[src/rtl/hotone_pkg.sv]
// Shared types and helpers for the classifier output sequencer.
package hotone_pkg;

    localparam int NUM_CLASSES = 10;

    typedef enum logic [1:0] {
        COLLECT,
        LAUNCH,
        WAIT,
        RESULT
    } state_t;

    // Lowest set bit wins; an all-zero vector maps to 4'hF.
    function automatic logic [3:0] onehot_to_index(input logic [NUM_CLASSES-1:0] onehot);
        logic [3:0] idx;
        idx = 4'hF;
        for (int i = NUM_CLASSES - 1; i >= 0; i--) begin
            if (onehot[i]) idx = 4'(i);
        end
        return idx;
    endfunction

endpackage

[src/rtl/hotone_frame_sequencer.sv]
// Collects 10 scores, launches the hot-one encoder, returns its result. Launch 1 cycle after last beat, result 1 cycle after encoder valid.
// score_ready is low from launch until the result handshake; result holds until result_ready.
module hotone_frame_sequencer
    import hotone_pkg::*;
#(
    parameter int TIMEOUT_CYCLES = 16,
    parameter int CNT_W          = 16
) (
    input  logic                   clk,
    input  logic                   rst,
    input  logic                   score_valid,
    output logic                   score_ready,
    input  logic [31:0]            score_data,
    input  logic                   score_last,
    output logic                   enc_input_valid,
    output logic [31:0]            enc_d_in [NUM_CLASSES-1:0],
    input  logic                   enc_output_valid,
    input  logic [NUM_CLASSES-1:0] enc_d_out,
    output logic                   result_valid,
    input  logic                   result_ready,
    output logic [NUM_CLASSES-1:0] result_onehot,
    output logic [3:0]             result_index,
    output logic                   err_frame,
    output logic                   err_timeout,
    output logic [CNT_W-1:0]       frame_count
);

    localparam int BEAT_W = $clog2(NUM_CLASSES);
    localparam int TMO_W  = $clog2(TIMEOUT_CYCLES + 1);
    localparam logic [BEAT_W-1:0] LAST_BEAT = BEAT_W'(NUM_CLASSES - 1);

    state_t                   r_state;
    logic [BEAT_W-1:0]        r_beat;
    logic [TMO_W-1:0]         r_tmo;
    logic [31:0]              r_enc_d_in [NUM_CLASSES-1:0];
    logic                     r_enc_input_valid;
    logic                     r_result_valid;
    logic [NUM_CLASSES-1:0]   r_result_onehot;
    logic [3:0]               r_result_index;
    logic                     r_err_frame;
    logic                     r_err_timeout;
    logic [CNT_W-1:0]         r_frame_count;
    logic                     w_score_fire;

    assign score_ready     = (r_state == COLLECT) && !rst;
    assign w_score_fire    = score_valid && score_ready;
    assign enc_input_valid = r_enc_input_valid;
    assign enc_d_in        = r_enc_d_in;
    assign result_valid    = r_result_valid;
    assign result_onehot   = r_result_onehot;
    assign result_index    = r_result_index;
    assign err_frame       = r_err_frame;
    assign err_timeout     = r_err_timeout;
    assign frame_count     = r_frame_count;

    always_ff @(posedge clk) begin
        if (rst) begin
            r_state           <= COLLECT;
            r_beat            <= '0;
            r_tmo             <= '0;
            r_enc_input_valid <= 1'b0;
            r_result_valid    <= 1'b0;
            r_result_onehot   <= '0;
            r_result_index    <= '0;
            r_err_frame       <= 1'b0;
            r_err_timeout     <= 1'b0;
            r_frame_count     <= '0;
            for (int i = 0; i < NUM_CLASSES; i++) r_enc_d_in[i] <= '0;
        end else begin
            r_enc_input_valid <= 1'b0;
            case (r_state)
                COLLECT: begin
                    if (w_score_fire) begin
                        r_enc_d_in[r_beat] <= score_data;
                        if (r_beat == LAST_BEAT) begin
                            // A missing last on the final beat is flagged but the frame still goes out.
                            if (!score_last) r_err_frame <= 1'b1;
                            r_beat            <= '0;
                            r_enc_input_valid <= 1'b1;
                            r_state           <= LAUNCH;
                        end else if (score_last) begin
                            r_err_frame <= 1'b1;
                            r_beat      <= '0;
                        end else begin
                            r_beat <= r_beat + 1'b1;
                        end
                    end
                end
                LAUNCH: begin
                    r_tmo   <= TMO_W'(TIMEOUT_CYCLES);
                    r_state <= WAIT;
                end
                WAIT: begin
                    if (enc_output_valid) begin
                        r_result_onehot <= enc_d_out;
                        r_result_index  <= onehot_to_index(enc_d_out);
                        r_result_valid  <= 1'b1;
                        r_state         <= RESULT;
                    end else if (r_tmo < TMO_W'(2)) begin
                        r_err_timeout   <= 1'b1;
                        r_result_onehot <= '0;
                        r_result_index  <= 4'hF;
                        r_result_valid  <= 1'b1;
                        r_state         <= RESULT;
                    end else begin
                        r_tmo <= r_tmo - 1'b1;
                    end
                end
                RESULT: begin
                    if (result_ready) begin
                        r_frame_count  <= r_frame_count + 1'b1;
                        r_result_valid <= 1'b0;
                        r_beat         <= '0;
                        r_state        <= COLLECT;
                    end
                end
                default: r_state <= COLLECT;
            endcase
        end
    end

endmodule

[config.mk]
export PLATFORM = sky130hd
export DESIGN_NAME = hotone_frame_sequencer
export DESIGN_NICKNAME = d
export VERILOG_FILES = /design/src/rtl/hotone_pkg.sv /design/src/rtl/hotone_frame_sequencer.sv
export SDC_FILE = /design/constraint.sdc
export NUM_CORES = 1
export LEC_CHECK = 0
export CAP_MARGIN = 10
export CORE_ASPECT_RATIO = 1.1
export CORE_MARGIN = 1
export CORE_UTILIZATION = 40
export CTS_CLUSTER_DIAMETER = 80
export DETAILED_ROUTE_END_ITERATION = 12
export GPL_ROUTABILITY_DRIVEN = 0
export PLACE_DENSITY = 0.69
export SYNTH_ARGS = -nofsm -noshare
export SYNTH_HDL_FRONTEND = slang
export SYNTH_SLANG_ARGS = --single-unit
[constraint.sdc]
create_clock -name clk -period 2.55 [get_ports clk]
set_input_delay 0.51 -clock clk [delete_from_list [all_inputs] [get_ports clk]]
set_output_delay 0.51 -clock clk [all_outputs]
set_load 0.05 [all_outputs]
======== Word-level counts from Yosys, hierarchy flattened ========
Index checks and enable logic that the tools add are counted.
operators by class
  add/subtract/negate cells ............... 3
  magnitude comparators ................... 3
  equality and inequality tests ........... 11
  muxes and demuxes ....................... 39
  bitwise gates (word level) .............. 3
  reduce and logical (&&, ||, !) cells .... 20
operator list
  cell                                                                number
  bitwise mux 320 bit                                                 1
  demux 32 bit (select 4 bit)                                         1
  two-way mux 4 bit                                                   15
  two-way mux 32 bit                                                  1
  two-way mux 10 bit                                                  2
  adder 16 x 1 -> 16 bit (second input constant)                      1
  AND reduction 3 bit                                                 4
  two-way mux 2 bit                                                   5
  two-way mux 5 bit                                                   2
  != test 2 bit (second input constant)                               5
  one-hot mux 5 bit (2 select lines)                                  1
  nonzero test 2 bit                                                  5
  one-hot mux 2 bit (4 select lines)                                  1
  one-hot mux 4 bit (2 select lines)                                  1
  AND reduction 4 bit                                                 2
  two-way mux 1 bit                                                   7
  AND reduction 2 bit                                                 3
  < comparator 4 x 5 -> 1 bit (second input constant)                 1
  < comparator 5 x 2 -> 1 bit (second input constant)                 1
  subtractor 5 x 1 -> 5 bit (second input constant)                   1
  adder 4 x 1 -> 4 bit (second input constant)                        1
  equality test 2 bit (second input constant)                         2
  equality test 4 bit (second input constant)                         1
  greater-or-equal comparator 4 x 1 -> 1 bit (second input constant)  1
  10 further kinds                                                    14
word-level totals
  register bits after elaboration ......... 365
  bits of input ports ..................... 48
  output and inout bits ................... 355
  word-level logic and storage cells ...... 99

======== Longest topological paths before layout ========
  depth in word-level cells ............... 11
  mapped depth ............................ 9
  mapped depth without buffers ............ 7

======== Worst setup path after synthesis ========
OpenSTA, ideal clock, no wires.
  path kind ............................... input-to-output
  start point ............................. input port rst
  end point ............................... output port score_ready
  arrival ................................. 1.603 ns
  required time ........................... 2.040 ns
  path slack .............................. 0.437 ns
  stages .................................. 3
  buffers on the path ..................... 2
  cell sequence ........................... clkbuf_1 -> clkbuf_1 -> nor2b_1
between the ends
  cells in the longest elaborated chain, start to end .. 2
RTL lines
  element            RTL line                      source
  start, declared    hotone_frame_sequencer.sv:10  input logic rst,
  zero test 1 bit    hotone_frame_sequencer.sv:45  assign score_ready = (r_state == COLLECT) && !rst;
  logical AND 1 bit  hotone_frame_sequencer.sv:45
  end, declared      hotone_frame_sequencer.sv:12  output logic score_ready,
Every way passes these cells.

======== Final worst setup path ========
  start point ............................. register r_frame_count[2] (netlist: frame_count[2])
  end point ............................... output port frame_count[2]
RTL lines
  element                 RTL line                       source
  start, declared         hotone_frame_sequencer.sv:42   logic [CNT_W-1:0] r_frame_count;
  start signal, assigned  hotone_frame_sequencer.sv:111  r_frame_count <= r_frame_count + 1'b1;
  end, declared           hotone_frame_sequencer.sv:25   output logic [CNT_W-1:0] frame_count
No word-level cell between the ends.

==> flow_summary_export.csv <==
group,metric,value,unit
run_status,outcome,"complete, no violations",
placement,port_buffers,402,
global_routing,global_route_wire_length_before_repair,68300,µm
cells_and_area,layout-drive-gt1-share,5.39,%
setup_path,critical-path-max-stage-delay,0.86,ns
global_routing,grt_pass1_vias,11800,
cells_and_area,finish.utilization,57.9,%
timing,max_clock_freq,425,MHz
clock_tree,cts_root_buffer,"clkbuf_16",
setup_path,cp_data_required_time,2.04,ns
pwr,irDropWorstVdd,542,µV
global_routing,grt_remaining_overflow,0,
routing,antenna_left,0,
routing,totalWireLength,45800,µm
timing,fin_worst_skew,0.00998,ns
cells_and_area,antenna_diode_count,0,
timing,grt_setup_unrepaired,"false",
timing,hold_viol_final,0,
floorplanning,placement_rows,69,
setup_path,crit_buf_inv,1,
clock_tree,post-cts-setup-buffers,0,
clock_tree,cts.repair.resized,0,
global_routing,track_usage,26.0,%
clock_tree,h-tree-depth,2,
synth,seq_area_frac_synth,55.0,%
synth,yosysUniqueCellTypes,44,
timing,fin_crit_sh,92.3,%
pwr,power_report.internal_total,9.14,mW
clock_tree,cts_sinks,365,
clock_tree,cts.hold.buffers_added,0,
synth,synthesis.area,13300,µm²
timing,fin_hold_ws,0.207,ns
clock_tree,cts.path.max_buffers,3,
synth,yosys_register_bits,365,
pwr,net_switching_share_of_the_total_power,22.3,%
synth,synth_top_flop_cell,"dfxtp_1",
setup_path,timing.critical_path.slowest_stage_cell,"clkdlybuf4s50_1",
global_routing,maximum_number_of_pins_on_one_net_before_global_route_repair,99,
routing,detail_route.vias_per_cell,5.11,
min_path,worstHoldPathType,"input pin to register",
cells_and_area,fin_nets,2079,
clock_tree,tritoncts,"yes",
synth,synth-edff-count,0,
routing,wl_per_instance,18.6,µm
synth,syn_inst,1685,
pwr,share_seq_of_total_power,48.9,%
timing,fin_tns_setup,0,ns
global_routing,grt_antenna_before_repair,0,
routing,detailroute.via_count,12600,
floorplanning,starting_density_of_the_core,40.9,%
pwr,fin_total_pwr,11.8,mW
timing,tightestPinTransition,1.06,ns
routing,drt_pass_1_iters,5,
pwr,clock_power_share,46.1,%
setup_path,worstSetupEndpointType,"primary output",
setup_path,timing.setup.critical_path_class,"register to primary output",
setup_path,worst_path_dominant_cell_family,"buffers and inverters",
floorplanning,ioPinCount,403,
placement,numPlacedInstances,2406,
setup_path,timing.critical_path.cells,"clkdlybuf4s50_1",
floorplanning,die-area,33900,µm²
routing,drcViolationCount,0,
floorplanning,fp.coreArea,32500,µm²
job,timing.max_cap.violations,0,
floorplanning,die_width,176,µm
placement,placement.setup.worst_slack,0.185,ns
clock_tree,clock_insertion_delay_worst_skew,0.52,ns
routing,detail_route.iter0.violations,832,
timing,slew_viol_final,0,
placement,detailed_place.area,17600,µm²
pwr,p_sw,2.62,mW
placement,dp_hpwl,31200,µm
cells_and_area,area_growth,41.5,%
clock_tree,tritoncts.num_buffers,38,
pwr,combPwrFrac,5.0,%
timing,finalWorstPathRequiredPeriod,2.35,ns
synth,synth_nets,1744,
clock_tree,clock_transition_at_the_registers_of_the_reported_paths,0.06,ns
timing,timing.final.setup_violations,0,
synth,asyncSetResetFlopFracSynth,0,%
timing,layout_setup_ws,0.195,ns
setup_path,critPathLaunchType,"register",
cells_and_area,final_design_area_no_fill,18800,µm²
pwr,cellPowerDensity,626,nW/µm²
setup_path,cp.arrival,1.84,ns
floorplanning,die_ht,193,µm
synth,syn_area_per_cell,7.88,µm²
cells_and_area,instances_no_fill,2467,
synth,synth-warning-count,0,
setup_path,critPathMaxFanout,7,
pwr,static-leakage-power,6.24,nW
timing,max-slew-margin-rel,29.2,%
[power by group through the flow]
stage          sequential [mW]  clock [mW]  combinational, mW
2_1_floorplan             5.99           0              0.223
3_3_place_gp              5.88           0              0.586
3_5_place_dp              5.88           0              0.591
4_1_cts                   5.75        5.54              0.593
5_1_grt                   5.75        5.76              0.626
6_report                  5.75        5.42              0.593
[state kept, by name, summed over array words and instances, names as in the netlist]
signal / flops
result_onehot: 10
enc_input_valid: 1
r_beat: 4
enc_d_in: 320
r_state: 2
frame_count: 16
err_timeout: 1
err_frame: 1
r_tmo: 5
result_index: 4
result_valid: 1
[final timing paths]
| check | from | end | slack [ns] | depth (start not counted) |
|---|---|---|---|---|
| worst max-delay path | frame_count[2] | frame_count[2] | 0.20 | 1 |
| worst min-delay path | rst | enc_d_in[319] | 0.21 | 2 |
| worst max register to register | r_state[0] | enc_d_in[285] | 0.38 | 7 |
| worst min register to register | enc_d_in[303] | enc_d_in[303] | 0.45 | 2 |
[cells in the final DEF, fill, tap and decap left out, drive strengths merged, types with 2 or more instances in the layout]
cell           Yosys  layout
a21oi            342     342
a22oi             10      10
and2               2       2
and3               5       5
and3b              6       6
and4               3       3
buf               50      44
bufinv             0       3
clkbuf            99      55
clkdlybuf4s50      0     400
clkinv             0       2
dfxtp            365     365
ha                11      11
inv               11      12
mux2i              4       4
nand2            656     656
nand2b             4       4
nand3             17      17
nand3b             5       5
nand4              3       3
nor2              30      30
nor2b              4       4
nor3               6       6
nor4               4       4
nor4b              2       2
o21ai             11      11
o31ai              6       6
or3                3       3
or4                5       5
xor2              11      11
[synthesized netlist by cell type, types with 2 or more instances]
cell / n / area share (%)
nand2b_1: 4 / 0.19
dfxtp_1: 365 / 55
nor3_1: 6 / 0.23
nor2b_1: 4 / 0.19
and2_1: 2 / 0.094
or3_1: 3 / 0.14
nand3_1: 15 / 0.57
a22oi_1: 10 / 0.57
nand3b_1: 5 / 0.28
buf_4: 7 / 0.40
o31ai_1: 6 / 0.34
mux2i_1: 4 / 0.30
nor4_1: 3 / 0.14
nor2_1: 30 / 0.85
and3b_1: 6 / 0.40
or4_1: 5 / 0.28
buf_2: 43 / 1.6
clkbuf_1: 99 / 2.8
and3_1: 5 / 0.24
xor2_1: 11 / 0.73
nand4_1: 3 / 0.14
nand3_2: 2 / 0.15
nand2_1: 655 / 19
ha_1: 11 / 1.0
o21ai_0: 10 / 0.38
and4_1: 3 / 0.20
inv_1: 10 / 0.28
a21oi_1: 342 / 13
[logic make-up (layout without fill, tap and decap cells)]
kind of cell / count (synthesis) / in the layout / synth area share (%)
multiplexers: 4 / 4 / 0.302
flip-flops: 365 / 365 / 55.0
AO/OA/AOI/OAI: 376 / 376 / 14.6
buffers and inverters: 160 / 516 / 5.13
XOR/XNOR: 12 / 12 / 0.791
adder cells (fa/ha/maj): 11 / 11 / 1.04
AND/OR/NAND/NOR: 757 / 757 / 23.1
[cell type report]
| cell class | instances | area [µm²] |
|---|---|---|
| well taps | 426 | 533 |
| fillers | 3000 | 13700 |
| inverters | 11 | 41.3 |
| multi-input cells | 1160 | 5320 |
| repair buffers | 444 | 4390 |
| flip-flops and latches | 365 | 7310 |
| clock buffers | 55 | 1090 |
| clock inverters | 6 | 109 |
[routing by layer]
layer | up-vias | track usage [%] | routed length, µm | share of wire [%]
met5 | - | 0 | 0 | 0
met4 | 0 | 12.7 | 2250 | 4.9
met3 | 115 | 6.49 | 3460 | 7.5
met2 | 483 | 43.8 | 21700 | 47
met1 | 5885 | 31.0 | 18500 | 40
li1 | 6119 | - | - | -
(Power assumes the default switching activity.)
